==> config.mk <==
export PLATFORM = sky130hd
export DESIGN_NAME = video_timing_gen
export DESIGN_NICKNAME = d
export VERILOG_FILES = /design/src/rtl/vtg_pkg.sv /design/src/rtl/vtg_axis_counter.sv /design/src/rtl/video_timing_gen.sv
export SDC_FILE = /design/constraint.sdc
export NUM_CORES = 1
export LEC_CHECK = 0
export CORE_MARGIN = 10
export CORE_UTILIZATION = 50
export CTS_CLUSTER_DIAMETER = 50
export DETAILED_ROUTE_END_ITERATION = 8
export PLACE_DENSITY = 0.74
export SYNTH_ARGS = -nofsm -noshare
export SYNTH_HDL_FRONTEND = slang
export SYNTH_SLANG_ARGS = --single-unit
==> constraint.sdc <==
create_clock -name clk -period 4.5 [get_ports clk]
set_input_delay 1.35 -clock clk [delete_from_list [all_inputs] [get_ports clk]]
set_output_delay 1.35 -clock clk [all_outputs]
set_load 0.05 [all_outputs]
==> src/rtl/vtg_pkg.sv <==
// Shared types and timing helpers for the video timing generator.
package vtg_pkg;

    typedef enum logic [1:0] {
        IDLE  = 2'd0,
        RUN   = 2'd1,
        DRAIN = 2'd2
    } state_t;

    function automatic int axis_total(input int display, input int front, input int sync, input int back);
        return display + front + sync + back;
    endfunction

    function automatic int sync_start(input int display, input int front);
        return display + front;
    endfunction

    function automatic int sync_end(input int display, input int front, input int sync);
        return display + front + sync - 1;
    endfunction

endpackage

==> src/rtl/vtg_axis_counter.sv <==
// One raster axis: position counter plus registered sync/active decode of the next position.
module vtg_axis_counter
    import vtg_pkg::*;
#(
    parameter int DISPLAY = 800,
    parameter int FRONT   = 56,
    parameter int SYNC    = 120,
    parameter int BACK    = 64,
    parameter int POL     = 1,
    parameter int CNT_W   = 11
) (
    input  logic             clk,
    input  logic             rst,
    input  logic             ce,
    input  logic             clr,
    input  logic             inc,
    output logic [CNT_W-1:0] pos,
    output logic             wrap,
    output logic             sync,
    output logic             active
);

    localparam int TOTAL = axis_total(DISPLAY, FRONT, SYNC, BACK);
    localparam logic [CNT_W-1:0] LAST     = CNT_W'(TOTAL - 1);
    localparam logic [CNT_W-1:0] S_START  = CNT_W'(sync_start(DISPLAY, FRONT));
    localparam logic [CNT_W-1:0] S_END    = CNT_W'(sync_end(DISPLAY, FRONT, SYNC));
    localparam logic [CNT_W-1:0] DISP_END = CNT_W'(DISPLAY);
    localparam logic             ACT      = (POL != 0);

    logic [CNT_W-1:0] pos_next;
    logic             at_last;

    assign at_last = (pos == LAST);
    assign wrap    = inc && at_last;

    always_comb begin
        pos_next = pos;
        if (clr)
            pos_next = '0;
        else if (inc)
            pos_next = at_last ? '0 : pos + CNT_W'(1);
    end

    // Decode is taken from pos_next so the flags line up with pos on the same cycle;
    // clr forces the blanked (idle) levels.
    always_ff @(posedge clk or posedge rst) begin
        if (rst) begin
            pos    <= '0;
            sync   <= ~ACT;
            active <= 1'b0;
        end else if (ce) begin
            pos    <= pos_next;
            sync   <= (!clr && pos_next >= S_START && pos_next <= S_END) ? ACT : ~ACT;
            active <= !clr && (pos_next < DISP_END);
        end
    end

endmodule

==> src/rtl/video_timing_gen.sv <==
// Raster timing generator with run/stop handshake (stop completes the frame).
// Optional VTG_PREFETCH_EN adds one-step-ahead position outputs.
module video_timing_gen
    import vtg_pkg::*;
#(
    parameter int H_DISPLAY = 800,
    parameter int H_FRONT   = 56,
    parameter int H_SYNC    = 120,
    parameter int H_BACK    = 64,
    parameter int V_DISPLAY = 600,
    parameter int V_FRONT   = 37,
    parameter int V_SYNC    = 6,
    parameter int V_BACK    = 23,
    parameter int H_POL     = 1,
    parameter int V_POL     = 1,
    parameter int CNT_W     = 11
) (
    input  logic             clk,
    input  logic             rst,
    input  logic             ce,
    input  logic             run,
    output logic             busy,
    output logic [CNT_W-1:0] hpos,
    output logic [CNT_W-1:0] vpos,
    output logic             hsync,
    output logic             vsync,
    output logic             display_on,
    output logic             line_start,
    output logic             frame_start
`ifdef VTG_PREFETCH_EN
    ,
    output logic [CNT_W-1:0] nxt_hpos,
    output logic [CNT_W-1:0] nxt_vpos,
    output logic             nxt_display_on
`endif
);

    localparam logic [CNT_W-1:0] H_LAST = CNT_W'(axis_total(H_DISPLAY, H_FRONT, H_SYNC, H_BACK) - 1);
    localparam logic [CNT_W-1:0] V_LAST = CNT_W'(axis_total(V_DISPLAY, V_FRONT, V_SYNC, V_BACK) - 1);

    state_t state_reg, state_next;
    logic   frame_last;
    logic   cnt_clr, h_inc, h_wrap, v_wrap;
    logic   h_active, v_active;

    assign frame_last = (hpos == H_LAST) && (vpos == V_LAST);

    // A stop request seen on the last pixel of a frame halts right there, whether
    // or not the FSM had already entered DRAIN.
    always_comb begin
        state_next = state_reg;
        case (state_reg)
            IDLE:    if (run) state_next = RUN;
            RUN:     if (!run) state_next = frame_last ? IDLE : DRAIN;
            DRAIN:   if (run) state_next = RUN;
                     else if (frame_last) state_next = IDLE;
            default: state_next = IDLE;
        endcase
    end

    // Leaving IDLE presents (0,0) without incrementing.
    assign cnt_clr = (state_next == IDLE);
    assign h_inc   = (state_reg != IDLE);

    vtg_axis_counter #(
        .DISPLAY(H_DISPLAY), .FRONT(H_FRONT), .SYNC(H_SYNC), .BACK(H_BACK),
        .POL(H_POL), .CNT_W(CNT_W)
    ) u_h_axis (
        .clk(clk), .rst(rst), .ce(ce), .clr(cnt_clr), .inc(h_inc),
        .pos(hpos), .wrap(h_wrap), .sync(hsync), .active(h_active)
    );

    vtg_axis_counter #(
        .DISPLAY(V_DISPLAY), .FRONT(V_FRONT), .SYNC(V_SYNC), .BACK(V_BACK),
        .POL(V_POL), .CNT_W(CNT_W)
    ) u_v_axis (
        .clk(clk), .rst(rst), .ce(ce), .clr(cnt_clr), .inc(h_wrap),
        .pos(vpos), .wrap(v_wrap), .sync(vsync), .active(v_active)
    );

    always_ff @(posedge clk or posedge rst) begin
        if (rst) begin
            state_reg   <= IDLE;
            busy        <= 1'b0;
            line_start  <= 1'b0;
            frame_start <= 1'b0;
        end else if (ce) begin
            state_reg   <= state_next;
            busy        <= (state_next != IDLE);
            line_start  <= (state_next != IDLE) && ((state_reg == IDLE) || h_wrap);
            frame_start <= (state_next != IDLE) && ((state_reg == IDLE) || v_wrap);
        end
    end

    // Both axis flags are registered and forced low while idle.
    assign display_on = h_active && v_active;

`ifdef VTG_PREFETCH_EN
    localparam logic [CNT_W-1:0] H_DISP_END = CNT_W'(H_DISPLAY);
    localparam logic [CNT_W-1:0] V_DISP_END = CNT_W'(V_DISPLAY);

    always_comb begin
        nxt_hpos = '0;
        nxt_vpos = '0;
        if (busy) begin
            nxt_hpos = (hpos == H_LAST) ? '0 : hpos + CNT_W'(1);
            nxt_vpos = vpos;
            if (hpos == H_LAST)
                nxt_vpos = (vpos == V_LAST) ? '0 : vpos + CNT_W'(1);
        end
    end

    assign nxt_display_on = busy && (nxt_hpos < H_DISP_END) && (nxt_vpos < V_DISP_END);
`endif

endmodule

==> results.sh <==
export IMPL_status="finished, final reports clean"
export IMPL_die_x_um=87.88
export IMPL_synth_edf_count=0
export IMPL_viasPerCell=6.504
export IMPL_synth_top_family_by_area="simple AND/OR/NAND/NOR gates"
export IMPL_post_route_min_period_ns=3.212
export IMPL_track_usage_pct=17.80
export IMPL_arrival_ns=1.86
export IMPL_dp_hpwl_mm=4.598
export IMPL_cp_num_buf_inv=1
export IMPL_place_congestion=0.9100
export IMPL_ys_seq_area_share_pct=33.68
export IMPL_post_cts_buffers=0
export IMPL_r2r_end="u_v_axis.sync$_DFFE_PP0P_"
export IMPL_hold_violations=0
export IMPL_row_count=24
export IMPL_whs_endpoint="busy$_DFFE_PP0P_"
export IMPL_num_vias=2335
export IMPL_htreeDepth=2
export IMPL_wl_met2_mm=2.880
export IMPL_dr_pass1_iters=7
export IMPL_design_die_area_um2=7722
export IMPL_power_density_nw_per_um2=290.9
export IMPL_layout_setup_ws_ns=1.288
export IMPL_cpPeakStageDelay_ns=0.91
export IMPL_ctsResizeCount=0
export IMPL_syn_area_um2=2303
export IMPL_num_nets_final=313
export IMPL_synth_top_area_cell="dfrtp_1"
export IMPL_setup_viol=0
export IMPL_crit_family="buffers and inverters"
export IMPL_worst_pin_slew_ns=0.6736
export IMPL_clockRootBuffer="clkbuf_8"
export IMPL_drt_total_wl_mm=6.517
export IMPL_hold_start="busy$_DFFE_PP0P_"
export IMPL_clock_sinks=31
export IMPL_finClkSkew_ns=0.004163
export IMPL_grt_start_max_net_pins=32
export IMPL_fmax_mhz=311.3
export IMPL_synth_compound_area_share_pct=24.12
export IMPL_fin_setup_tns_ns=0
export IMPL_drive_gt1_share_pct=8.469
export IMPL_cts_buffer_depth=2
export IMPL_antenna_found_initial=0
export IMPL_core_area_um2=4414
export IMPL_crit_path_start_kind="flop"
export IMPL_max_slew_margin_rel_pct=54.82
export IMPL_worst_r2r_cell_count=8
export IMPL_hp_class="flop to flop"
export IMPL_cp_slowest_cell="clkdlybuf4s50_1"
export IMPL_rsz0062_at_grt="no"
export IMPL_stdcell_count=359
export IMPL_synthCells=281
export IMPL_yosys_top_cells_area="dfrtp_1 (34%), o21ai_0 (7.2%), nand2_1 (5.4%)"
export IMPL_start_util_pct=52.18
export IMPL_crit_chain="clkdlybuf4s50_1"
export IMPL_avgRoutedWirePerCell_um=18.15
export IMPL_startpoint="u_v_axis.pos[2]$_DFFE_PP0P_"
export IMPL_endpoint_kind="output port"
export IMPL_yosysTopAreaCellShare_pct=33.68
export IMPL_hold_buffers=0
export IMPL_highest_layer="met4"
export IMPL_p_leak_nw=1.089
export IMPL_dpl_cell_count=351
export IMPL_wl_met3_um=641
export IMPL_fin_crit_sh_pct=71.38
export IMPL_muxShareOfSynthArea_pct=1.901
export IMPL_boundaryPins=32
export IMPL_cts_tree="yes"
export IMPL_clk_latency_ns=0.29
export IMPL_portBuffers=31
export IMPL_synth_fa_ha_area_share_pct=1.630
export IMPL_cp_required_ns=3.15
export IMPL_die_h_um=87.88
export IMPL_worstSetupPathType="flop to output port"
export IMPL_synth_area_per_cell_um2=8.197
export IMPL_ys_warn_count=0
export IMPL_drtAntennaViolNets=0
export IMPL_r2r_start="u_h_axis.pos[0]$_DFFE_PP0P_"
export IMPL_diodes=0
export IMPL_ys_types=62
export IMPL_cap_violations=0
export IMPL_clkSlewWorstSetupHoldPaths_ns=0.07
export IMPL_m1WireLength_mm=2.803
export IMPL_irDropWorstVdd_mv=0.1935
export IMPL_ys_flop_type="dfrtp_1"
export IMPL_critPathMaxFanout=16
export IMPL_grt_ovfl_total=0
export IMPL_grt_pass1_wl_mm=11.13
export IMPL_drc=0
export IMPL_synth_seq_cells=31
export IMPL_power_total_mw=0.7983
export IMPL_grt_pass1_vias=2168
export IMPL_syn2layout_area_growth_pct=19.12
export IMPL_hold_depth=1
export IMPL_final_max_slew_viol_count=0
export IMPL_synth_simple_gate_area_share_pct=30.42
export IMPL_pre_cts_slack_ns=1.132
export IMPL_r2r_setup_slack_ns=1.63
export IMPL_whs_ns=0.4812
export IMPL_ys_async_sr_fraction_pct=100.0
export IMPL_cts_made_buffers=5
export IMPL_syn_nets=288
export IMPL_synthXorXnorAreaFrac_pct=3.368
export IMPL_first_iter_violations=324
[layout by cell type (no fill, tap or decap), drive strengths merged, types with 5 or more instances in the layout]
cell type       n
o21ai          34
nand2          33
dfrtp          31
clkdlybuf4s50  31
nand3          19
nor2           16
nand4          10
inv            10
a21oi          10
nor3           10
clkbuf          6
o31ai           6
a22o            5
xnor2           5
[how the worst max path moves through the flow]
stage	end	cells past startpoint
CTS	vpos[2]	1
floorplan	u_h_axis.sync$_DFFE_PP0P_	7
global route	u_v_axis.sync$_DFFE_PP0P_	8
detailed placement	u_v_axis.sync$_DFFE_PP0P_	8
global placement	u_v_axis.sync$_DFFE_PP0P_	8
finish	vpos[2]	1
[logic make-up after synthesis]
group / count (synthesis)
simple gates: 124
compound gates: 85
xor+xnor: 8
buf+inv: 26
fa+ha+maj: 3
flops: 31
mux: 4
[cells in the mapped netlist (2+ instances only)]
cell / count
dfrtp_1: 31
a21boi_0: 2
o21ai_0: 33
and2_1: 2
a22o_1: 5
buf_2: 5
or3_1: 4
xor2_1: 3
mux2_2: 3
nand3b_1: 2
a21o_1: 3
xnor2_1: 4
o31ai_1: 5
and4_1: 4
nand2_1: 33
nand3_1: 18
nor2b_1: 2
o22ai_1: 4
and3_1: 4
nand4_1: 10
nor3_1: 10
inv_1: 10
nor4_4: 2
a21oi_1: 10
nand2b_1: 3
or2_2: 3
clkbuf_1: 9
ha_1: 3
a211oi_1: 2
nor2_1: 16
a31oi_1: 4
or4_4: 2
[routing by layer]
layer | track usage [%] | vias up
li1 | - | 1104
met1 | 23.83 | 1081
met2 | 25.93 | 127
met4 | 8.116 | 0
met5 | 0 | -
met3 | 4.921 | 23
[power breakdown]
part / switching, mW / total, mW / leakage [nW] / internal (mW)
clock: 0.109 / 0.288 / 0.0612 / 0.179
combinational: 0.130 / 0.188 / 0.608 / 0.0581
sequential: 0.0243 / 0.322 / 0.419 / 0.298
[final cells by class]
class                      instances  area (um^2)
fill                             381         1670
multi-input combinational        224         1415
sequential                        31        775.7
timing repair buffer              34        332.8
clock buffer                       6        82.58
tap                               52        65.06
inverter                          10        37.54
clock inverter                     2        35.03
[metrics by stage]
stage / cell area, um^2 / utilization [%]
3_5_place_dp: 2626 / 59.50
3_3_place_gp: 2626 / 59.50
2_1_floorplan: 2303 / -
4_1_cts: 2744 / 62.16
5_1_grt: 2744 / 62.16
6_report: 2744 / 62.16
(Power assumes the default switching activity.)
